$ cat src/rtl/moore_pattern_detector.sv
// rtl/moore_pattern_detector.sv - parametrised Moore sequence detector with saturating hit counter
//
// Scans a qualified symbol stream for a programmable DEPTH-symbol pattern.
// Ports:
//   Clock        system clock, rising edge
//   Reset        synchronous, active-low reset (highest priority)
//   Enable       run; low forces IDLE and clears the history window
//   Data_Valid   qualifier for Data_In
//   Data_In      incoming symbol (DATA_W bits)
//   Pattern      target sequence, slice 0 = oldest symbol
//   Clear_Count  synchronous clear of Match_Count (wins over increment)
//   Data_Out     high only while in MATCH
//   State_Out    current state code (IDLE=0, FILL=1, ARMED=2, MATCH=3)
//   Match_Count  saturating count of MATCH entries
module moore_pattern_detector #(
    parameter int DATA_W  = 2,
    parameter int DEPTH   = 4,
    parameter int CNT_W   = 8,
    parameter int OVERLAP = 1
) (
    input  logic                    Clock,
    input  logic                    Reset,
    input  logic                    Enable,
    input  logic                    Data_Valid,
    input  logic [DATA_W-1:0]       Data_In,
    input  logic [DEPTH*DATA_W-1:0] Pattern,
    input  logic                    Clear_Count,
    output logic                    Data_Out,
    output logic [2:0]              State_Out,
    output logic [CNT_W-1:0]        Match_Count
);

    localparam int HW = DEPTH * DATA_W;
    localparam int FW = (DEPTH > 1) ? $clog2(DEPTH) : 1;
    localparam logic [FW-1:0]    FILL_LAST = FW'(DEPTH - 1);
    localparam logic [CNT_W-1:0] CNT_MAX   = '1;

    typedef enum logic [2:0] {
        S_IDLE  = 3'd0,
        S_FILL  = 3'd1,
        S_ARMED = 3'd2,
        S_MATCH = 3'd3
    } state_t;

    state_t         state;
    logic [HW-1:0]  history;
    logic [FW-1:0]  fill_cnt;
    logic [HW-1:0]  shifted;
    logic           hit;
    logic           enter_match;

    // Newest symbol lives in the top slice so the window lines up with Pattern.
    assign shifted = {Data_In, history[HW-1:DATA_W]};
    assign hit     = (shifted == Pattern);

    // Qualifies the edge that enters or re-enters MATCH; drives the counter.
    always_comb begin
        enter_match = 1'b0;
        if (Reset && Enable && Data_Valid && hit) begin
            case (state)
                S_FILL:  enter_match = (fill_cnt == FILL_LAST);
                S_ARMED: enter_match = 1'b1;
                S_MATCH: enter_match = (OVERLAP != 0);
                default: enter_match = 1'b0;
            endcase
        end
    end

    always_ff @(posedge Clock) begin
        if (!Reset) begin
            state    <= S_IDLE;
            history  <= '0;
            fill_cnt <= '0;
        end else if (!Enable) begin
            state    <= S_IDLE;
            history  <= '0;
            fill_cnt <= '0;
        end else begin
            case (state)
                S_IDLE: begin
                    // Data_In is ignored on the cycle IDLE is left.
                    state    <= S_FILL;
                    fill_cnt <= '0;
                end
                S_FILL: begin
                    if (Data_Valid) begin
                        history <= shifted;
                        if (fill_cnt == FILL_LAST) begin
                            state <= hit ? S_MATCH : S_ARMED;
                        end else begin
                            fill_cnt <= fill_cnt + 1'b1;
                        end
                    end
                end
                S_ARMED: begin
                    if (Data_Valid) begin
                        history <= shifted;
                        if (hit) state <= S_MATCH;
                    end
                end
                S_MATCH: begin
                    if (OVERLAP != 0) begin
                        if (Data_Valid) history <= shifted;
                        state <= (Data_Valid && hit) ? S_MATCH : S_ARMED;
                    end else begin
                        // Non-overlapping: demand DEPTH fresh symbols before the next compare.
                        state <= S_FILL;
                        if (Data_Valid) begin
                            history  <= shifted;
                            fill_cnt <= FW'(1);
                        end else begin
                            fill_cnt <= '0;
                        end
                    end
                end
                default: begin
                    state    <= S_IDLE;
                    history  <= '0;
                    fill_cnt <= '0;
                end
            endcase
        end
    end

    always_ff @(posedge Clock) begin
        if (!Reset) begin
            Match_Count <= '0;
        end else if (Clear_Count) begin
            Match_Count <= '0;
        end else if (enter_match && (Match_Count != CNT_MAX)) begin
            Match_Count <= Match_Count + 1'b1;
        end
    end

    assign Data_Out  = (state == S_MATCH);
    assign State_Out = state;

endmodule

$ cat config.mk
export PLATFORM = sky130hd
export DESIGN_NAME = moore_pattern_detector
export DESIGN_NICKNAME = d
export VERILOG_FILES = /design/src/rtl/moore_pattern_detector.sv
export SDC_FILE = /design/constraint.sdc
export NUM_CORES = 1
export LEC_CHECK = 0
export CAP_MARGIN = 0
export CORE_UTILIZATION = 45
export DETAILED_ROUTE_END_ITERATION = 16
export PLACE_DENSITY = 0.76
export SLEW_MARGIN = 15
export SYNTH_ARGS = -nofsm -noshare
export SYNTH_HDL_FRONTEND = slang
export SYNTH_SLANG_ARGS = --single-unit
$ cat constraint.sdc
create_clock -name Clock -period 2.5 [get_ports Clock]
set_input_delay 0.75 -clock Clock [delete_from_list [all_inputs] [get_ports Clock]]
set_output_delay 0.75 -clock Clock [all_outputs]
set_load 0.02 [all_outputs]
==> results of run 1 <==
worst max-delay path by stage:
| stage | end | startpoint | cells after the start |
|---|---|---|---|
| finish | Match_Count[0] | Data_In[0] | 6 |
| global route | Match_Count[6] | Data_In[0] | 6 |
| CTS | Match_Count[6] | Data_In[0] | 6 |
| detailed placement | Match_Count[6] | Data_In[0] | 6 |
| global placement | Match_Count[6] | Data_In[0] | 6 |
| floorplan | Match_Count[6] | Pattern[6] | 5 |
flip-flops by register name, indices dropped and copies added (netlist names):
signal and cells:
Match_Count 8, history 6, State_Out 2, fill_cnt 2
through the flow:
step	cells	area, um2	hold WS, ns	total power [mW]	setup slack, ns
3_3_place_gp	157	1230	0.475	0.353	-0.165
4_1_cts	161	1270	0.500	0.534	0.110
2_1_floorplan	103	936	0.485	0.322	0.431
3_5_place_dp	157	1230	0.483	0.354	-0.209
6_report	164	1320	0.501	0.536	0.140
5_1_grt	164	1320	0.547	0.559	0.0318
cells by family after synthesis:
family	count (synthesis)
other cells	1
simple gates	41
xor+xnor	8
mux	8
flops	18
fa+ha+maj	2
compound gates	21
buf+inv	4
power groups by stage:
stage	Sequential (mW)	Clock, mW	Combinational (mW)
2_1_floorplan	0.298	0	0.0245
3_3_place_gp	0.297	0	0.0561
3_5_place_dp	0.297	0	0.0572
4_1_cts	0.290	0.186	0.0575
5_1_grt	0.291	0.199	0.0689
6_report	0.290	0.182	0.0634
what timing repair did:
item,CTS,global route
buffers inserted,0,2
setup endpoints to repair,0,2
gates resized for setup,0,2
metal layers:
layer  track usage, %  vias to the layer above  wire, um  share of wire (%)
met5                0                        -         0                  0
met4             5.56                        0        51                2.5
met3             6.79                        9        99                4.9
met2             29.9                       27       981                 49
met1             23.2                      403       870                 43
li1                 -                      442         -                  -
critical path, stage by stage:
cell and delay, ns:
clkdlybuf4s50_1 0.43, xor2_1 0.18, nor4_4 0.38, nand4_2 0.23, or3_2 0.50, a21oi_1 0.14
layout make-up:
| type | count | area, um2 | share of cell area, % |
|---|---|---|---|
| flip-flops and latches | 18 | 360 | 27.4 |
| repair buffers | 33 | 310 | 23.6 |
| well taps | 27 | 33.8 | 2.57 |
| multi-input cells | 82 | 576 | 43.7 |
| clock buffers | 4 | 36.3 | 2.76 |
layout by cell type, fill, tap and decap left out, drive strengths merged:
| master | Yosys | layout |
|---|---|---|
| nand2 | 6 | 6 |
| a22oi | 2 | 2 |
| o211ai | 1 | 1 |
| o21ba | 1 | 1 |
| o21ai | 4 | 4 |
| or3 | 3 | 3 |
| ha | 2 | 2 |
| and3 | 2 | 2 |
| a21oi | 7 | 7 |
| a22o | 1 | 1 |
| nor4 | 1 | 1 |
| and2 | 1 | 1 |
| conb | 1 | 1 |
| nand4 | 2 | 3 |
| xor2 | 4 | 4 |
| nor2 | 11 | 11 |
| a31oi | 1 | 1 |
| or4 | 3 | 3 |
| nand3 | 5 | 5 |
| clkdlybuf4s50 | 0 | 25 |
| buf | 1 | 8 |
| dfxtp | 18 | 18 |
| nor2b | 1 | 1 |
| mux2i | 7 | 7 |
| clkbuf | 3 | 4 |
| o31ai | 4 | 4 |
| mux2 | 1 | 1 |
| nor3 | 1 | 1 |
| or2 | 1 | 1 |
| xnor2 | 4 | 4 |
| nand2b | 3 | 3 |
| and4bb | 1 | 1 |
==> impl_metrics.yaml, run 1 <==
flow_run:
  max-cap-violations: 0
place:
  globalplace.congestion: 0.847
  port_buffers: 25
  hpwl_um: 1420
layout:
  nNetsFinal: 155
  area_delta_synth_final_pct: 40.6
  antennaDiodeCount: 0
  fill_cells: 177
  final_util_pct: 67.1
  layout-drive-gt1-share_pct: 16.1
die:
  die_h_um: 47.6
  core_area_um2: 1960
  die_area_um2: 2270
  die_w_um: 47.6
  start_util_pct: 47.7
  row_count: 16
  ios: 27
global_routing:
  gr-usage-all-layers_pct: 18.5
  antenna_found_initial: 0
  grt_pass1_wl_um: 2960
  first_global_vias: 717
  grt.overflow.total: 0
  grt_max_degree: 13
clock_network:
  cts_buffer_depth: 2
  clock-sinks: 18
  cts_hold_buf: 0
  clk_pin_slew_ns: 0.11
  clock-root-buffer: "clkbuf_4"
  cts_inserted_buffers: 3
  worstSkewPairLatency_ns: 0.30
  cts_tree: "yes"
  h-tree-depth: 1
yosys:
  synthFlopType: "dfxtp_1"
  yosys.area.top_type: "dfxtp_1"
  ys_seq_area_share_pct: 38.5
  postSynthCellCount: 103
  synth-edff-count: 0
  synth_xor_area_share_pct: 7.49
  synth_top_family_by_area: "simple AND/OR/NAND/NOR gates"
  ys_ff_latch: 18
  syn-cell-area_um2: 936
  syn_area_per_cell_um2: 9.09
  synth_top_area_share_pct: 38.5
  ys_top_cells_by_count: "18 x dfxtp_1, 11 x nor2_1, 7 x a21oi_1, 7 x mux2i_1, 6 x nand2_1"
  synth_nets: 120
  async_flop_share_pct: 0
  synth_compound_gate_area_share_pct: 14.2
  ys_top_cells_by_area: "dfxtp_1 39%, mux2i_1 7.5%, nor2_1 4.4%"
  ys.warnings.count: 0
  synth_fa_ha_area_share_pct: 2.67
  synthDistinctLibCells: 35
  yosysMostFrequentCell: "dfxtp_1"
  synth_mux_area_share_pct: 8.69
  synthSimpleGateAreaFrac_pct: 24.9
pwr:
  power_density_nw_per_um2: 407
  p_leak_nw: 0.486
  combPwrFrac_pct: 11.8
  p_int_mw: 0.412
  max-vdd-ir-drop_mv: 0.282
  p_sw_mw: 0.124
  p_sw_share_pct: 23.2
  sequentialPowerShare_pct: 54.2
  p_clk_share_pct: 34.0
critical_path:
  r2r_end: "Match_Count[0]"
  required_ns: 2.74
  cp_max_fo: 6
  path_class: "in -> reg"
  critPathLaunchType: "input pin"
  cp_data_arrival_time_ns: 2.60
  endpoint_kind: "flip-flop"
  reg2reg_from: "history[3]"
  r2r_slack_ns: 0.70
  r2r_cells: 5
sta:
  maxSlewViolCount: 0
  fin_crit_ns: 2.36
  fmax_mhz: 424
  slew_headroom_pct: 54.8
  period_share_pct: 94.4
  setup_viol: 0
  setup_tns_ns: 0
  skew_ns: 0.00910
  tightest_slew_ns: 0.673
  rsz0062_at_grt: "no"
  hold_viol: 0
outcome:
  status: "completed"
min_path:
  hold_path_end: "Match_Count[7]"
  holdPathStages: 2
  hold_class: "reg -> reg"
  hp-start: "Match_Count[7]"
drt:
  routed_via_density: 5.37
  dr.pass1.iters: 4
  drt-wirelength-per-cell_um: 12.2
  num_vias: 881
  routed_wirelength_um: 2000
  drt-initial-drc-count: 18
  remaining_drc_errors: 0
  detail-route-antenna-nets: 0
(Power assumes the default switching activity.)
==> run 2, diff against run 1 <==
--- a/config.mk
+++ b/config.mk
@@ -6,9 +6,11 @@
 export NUM_CORES = 1
 export LEC_CHECK = 0
 export CAP_MARGIN = 0
-export CORE_UTILIZATION = 45
+export CELL_PAD_IN_SITES_DETAIL_PLACEMENT = 0
+export CELL_PAD_IN_SITES_GLOBAL_PLACEMENT = 2
+export CORE_UTILIZATION = 27
 export DETAILED_ROUTE_END_ITERATION = 16
-export PLACE_DENSITY = 0.76
+export PLACE_DENSITY = 0.77
 export SLEW_MARGIN = 15
 export SYNTH_ARGS = -nofsm -noshare
 export SYNTH_HDL_FRONTEND = slang
==> run 2 against run 1 <==
Against the previous run: core utilization is 27 points lower; flip-flop and latch count stayed put; sequential share of layout area is 0.18 points lower; combinational power hardly changed; global-route usage is 6.2 points lower; worst setup slack worse by 0.013 ns; via count is 1.4% lower; count of clock-buffer cells in the layout stayed put; critical path depth stayed put; critical endpoint is now Match_Count[6]; largest cell class unchanged.
==> impl_metrics.yaml, run 2 (synthesized netlist as in run 1, its figures left out) <==
layout:
  stdcell_count: 181
  area_delta_synth_final_pct: 41.6
  largest_reg_flops: 8
  layout-drive-gt1-share_pct: 14.8
  antennaDiodeCount: 0
  fin_area_um2: 1330
  final_cell_mix: "25 x clkdlybuf4s50_1, 18 x dfxtp_1, 11 x nor2_1"
  final_common_cell: "clkdlybuf4s50_1"
  final_util_pct: 39.7
  largestRegisters: "Match_Count: 8 flops, history: 6 flops"
  nNetsFinal: 153
  regMostFlops: "Match_Count"
place:
  dp_cells: 176
  hpwl_um: 1540
  placed_area_um2: 1260
  pre_cts_ws_ns: -0.245
  globalplace.congestion: 0.783
  port_buffers: 25
critical_path:
  cp_data_arrival_time_ns: 2.61
  cp_max_fo: 7
  crit_path_cell_trace: "clkdlybuf4s50_1, xor2_1, nor4_4, nand4_4, or4_1, a21oi_1"
  path_class: "in -> reg"
  critPathLaunchType: "input pin"
  endpoint_kind: "flip-flop"
  max_stage_delay_ns: 0.53
  worst_path_max_delay_cell: "or4_1"
  required_ns: 2.73
clock_network:
  clock-sinks: 18
  cts_inserted_buffers: 3
  worstSkewPairLatency_ns: 0.29
  cts_hold_buf: 0
  cts_buffer_depth: 2
  clock-root-buffer: "clkbuf_4"
  cts_tree: "yes"
  postCtsSetupRepairBufs: 0
  clk_pin_slew_ns: 0.11
  h-tree-depth: 1
drt:
  drt-wirelength-per-cell_um: 11.6
  num_vias: 869
  routed_wirelength_um: 2100
  wl_met2_um: 994
  wl_met3_um: 80
  remaining_drc_errors: 0
  highest_layer: "met4"
  dr.pass1.iters: 3
  drt-initial-drc-count: 7
  m1WireLength_um: 1010
  routed_via_density: 4.80
  detail-route-antenna-nets: 0
die:
  row_count: 21
  die_area_um2: 3710
  start_util_pct: 28.0
  ios: 27
  die_h_um: 60.9
  die_w_um: 60.9
  core_area_um2: 3340
outcome:
  status: "completed"
sta:
  setup_viol: 0
  tightest_slew_ns: 0.698
  fin_crit_ns: 2.37
  period_share_pct: 94.9
  maxSlewViolCount: 0
  rsz0062_at_grt: "no"
  skew_ns: 0.00341
  worst_slack_ns: 0.127
  hold_viol: 0
  fmax_mhz: 421
  slew_headroom_pct: 53.2
global_routing:
  grt_pass1_wl_um: 3370
  gr-usage-all-layers_pct: 12.4
  grt_max_degree: 14
  antenna_found_initial: 0
  grt.overflow.total: 0
  first_global_vias: 779
pwr:
  p_leak_nw: 0.479
  power_density_nw_per_um2: 407
  max-vdd-ir-drop_mv: 0.124
flow_run:
  max-cap-violations: 0
min_path:
  hold_class: "reg -> reg"
==> run 2: per-stage QoR <==
stage / power [mW] / hold WS, ns / setup TNS (ns)
5_1_grt: 0.567 / 0.526 / 0
4_1_cts: 0.544 / 0.499 / 0
6_report: 0.539 / 0.497 / 0
3_3_place_gp: 0.355 / 0.474 / -1.09
3_5_place_dp: 0.356 / 0.481 / -1.46
2_1_floorplan: 0.322 / 0.485 / 0
==> run 2: cell type report <==
class                      count  area (um2)
tap                           46        57.6
timing repair buffer          31         295
clock buffer                   4        36.3
multi-input combinational     82         576
fill                         374        2010
sequential                    18         360
==> run 2: routing by layer <==
metal	global-route usage, %	up-vias
met5	0	-
met4	6.82	0
met3	1.92	2
li1	-	439
met2	20.1	18
met1	15.7	410
==> run 2: power breakdown <==
part | internal [mW] | leakage [nW] | switching [mW]
clock network | 0.0887 | 0.0210 | 0.0960
logic | 0.0351 | 0.312 | 0.0286
registers | 0.288 | 0.145 | 0.00228
total | 0.412 | 0.479 | 0.127
==> run 2: path summary, 6_finish.rpt <==
kind                  startpoint        endpoint  slack (ns)  cells after the start
hold reg to reg   Match_Count[7]  Match_Count[7]        0.50                      2
hold / removal    Match_Count[7]  Match_Count[7]        0.50                      2
setup / recovery      Data_In[0]  Match_Count[6]        0.13                      6
setup reg to reg      history[3]  Match_Count[6]        0.67                      5
==> run 2: repair_timing <==
| action | 4_1_cts | 5_1_grt |
|---|---|---|
| endpoints found under the setup margin | 0 | 3 |
| hold endpoints to repair | 0 | 0 |
| gates resized for setup | 0 | 2 |
==> run 2: worst max-delay path: cells and delay by family <==
kind / cells / cell delay, ns
and+or+nand+nor: 3 / 1.11
buffers and inverters: 1 / 0.43
xor gates and xnor gates: 1 / 0.17
AOI/OAI and AO/OA: 1 / 0.14
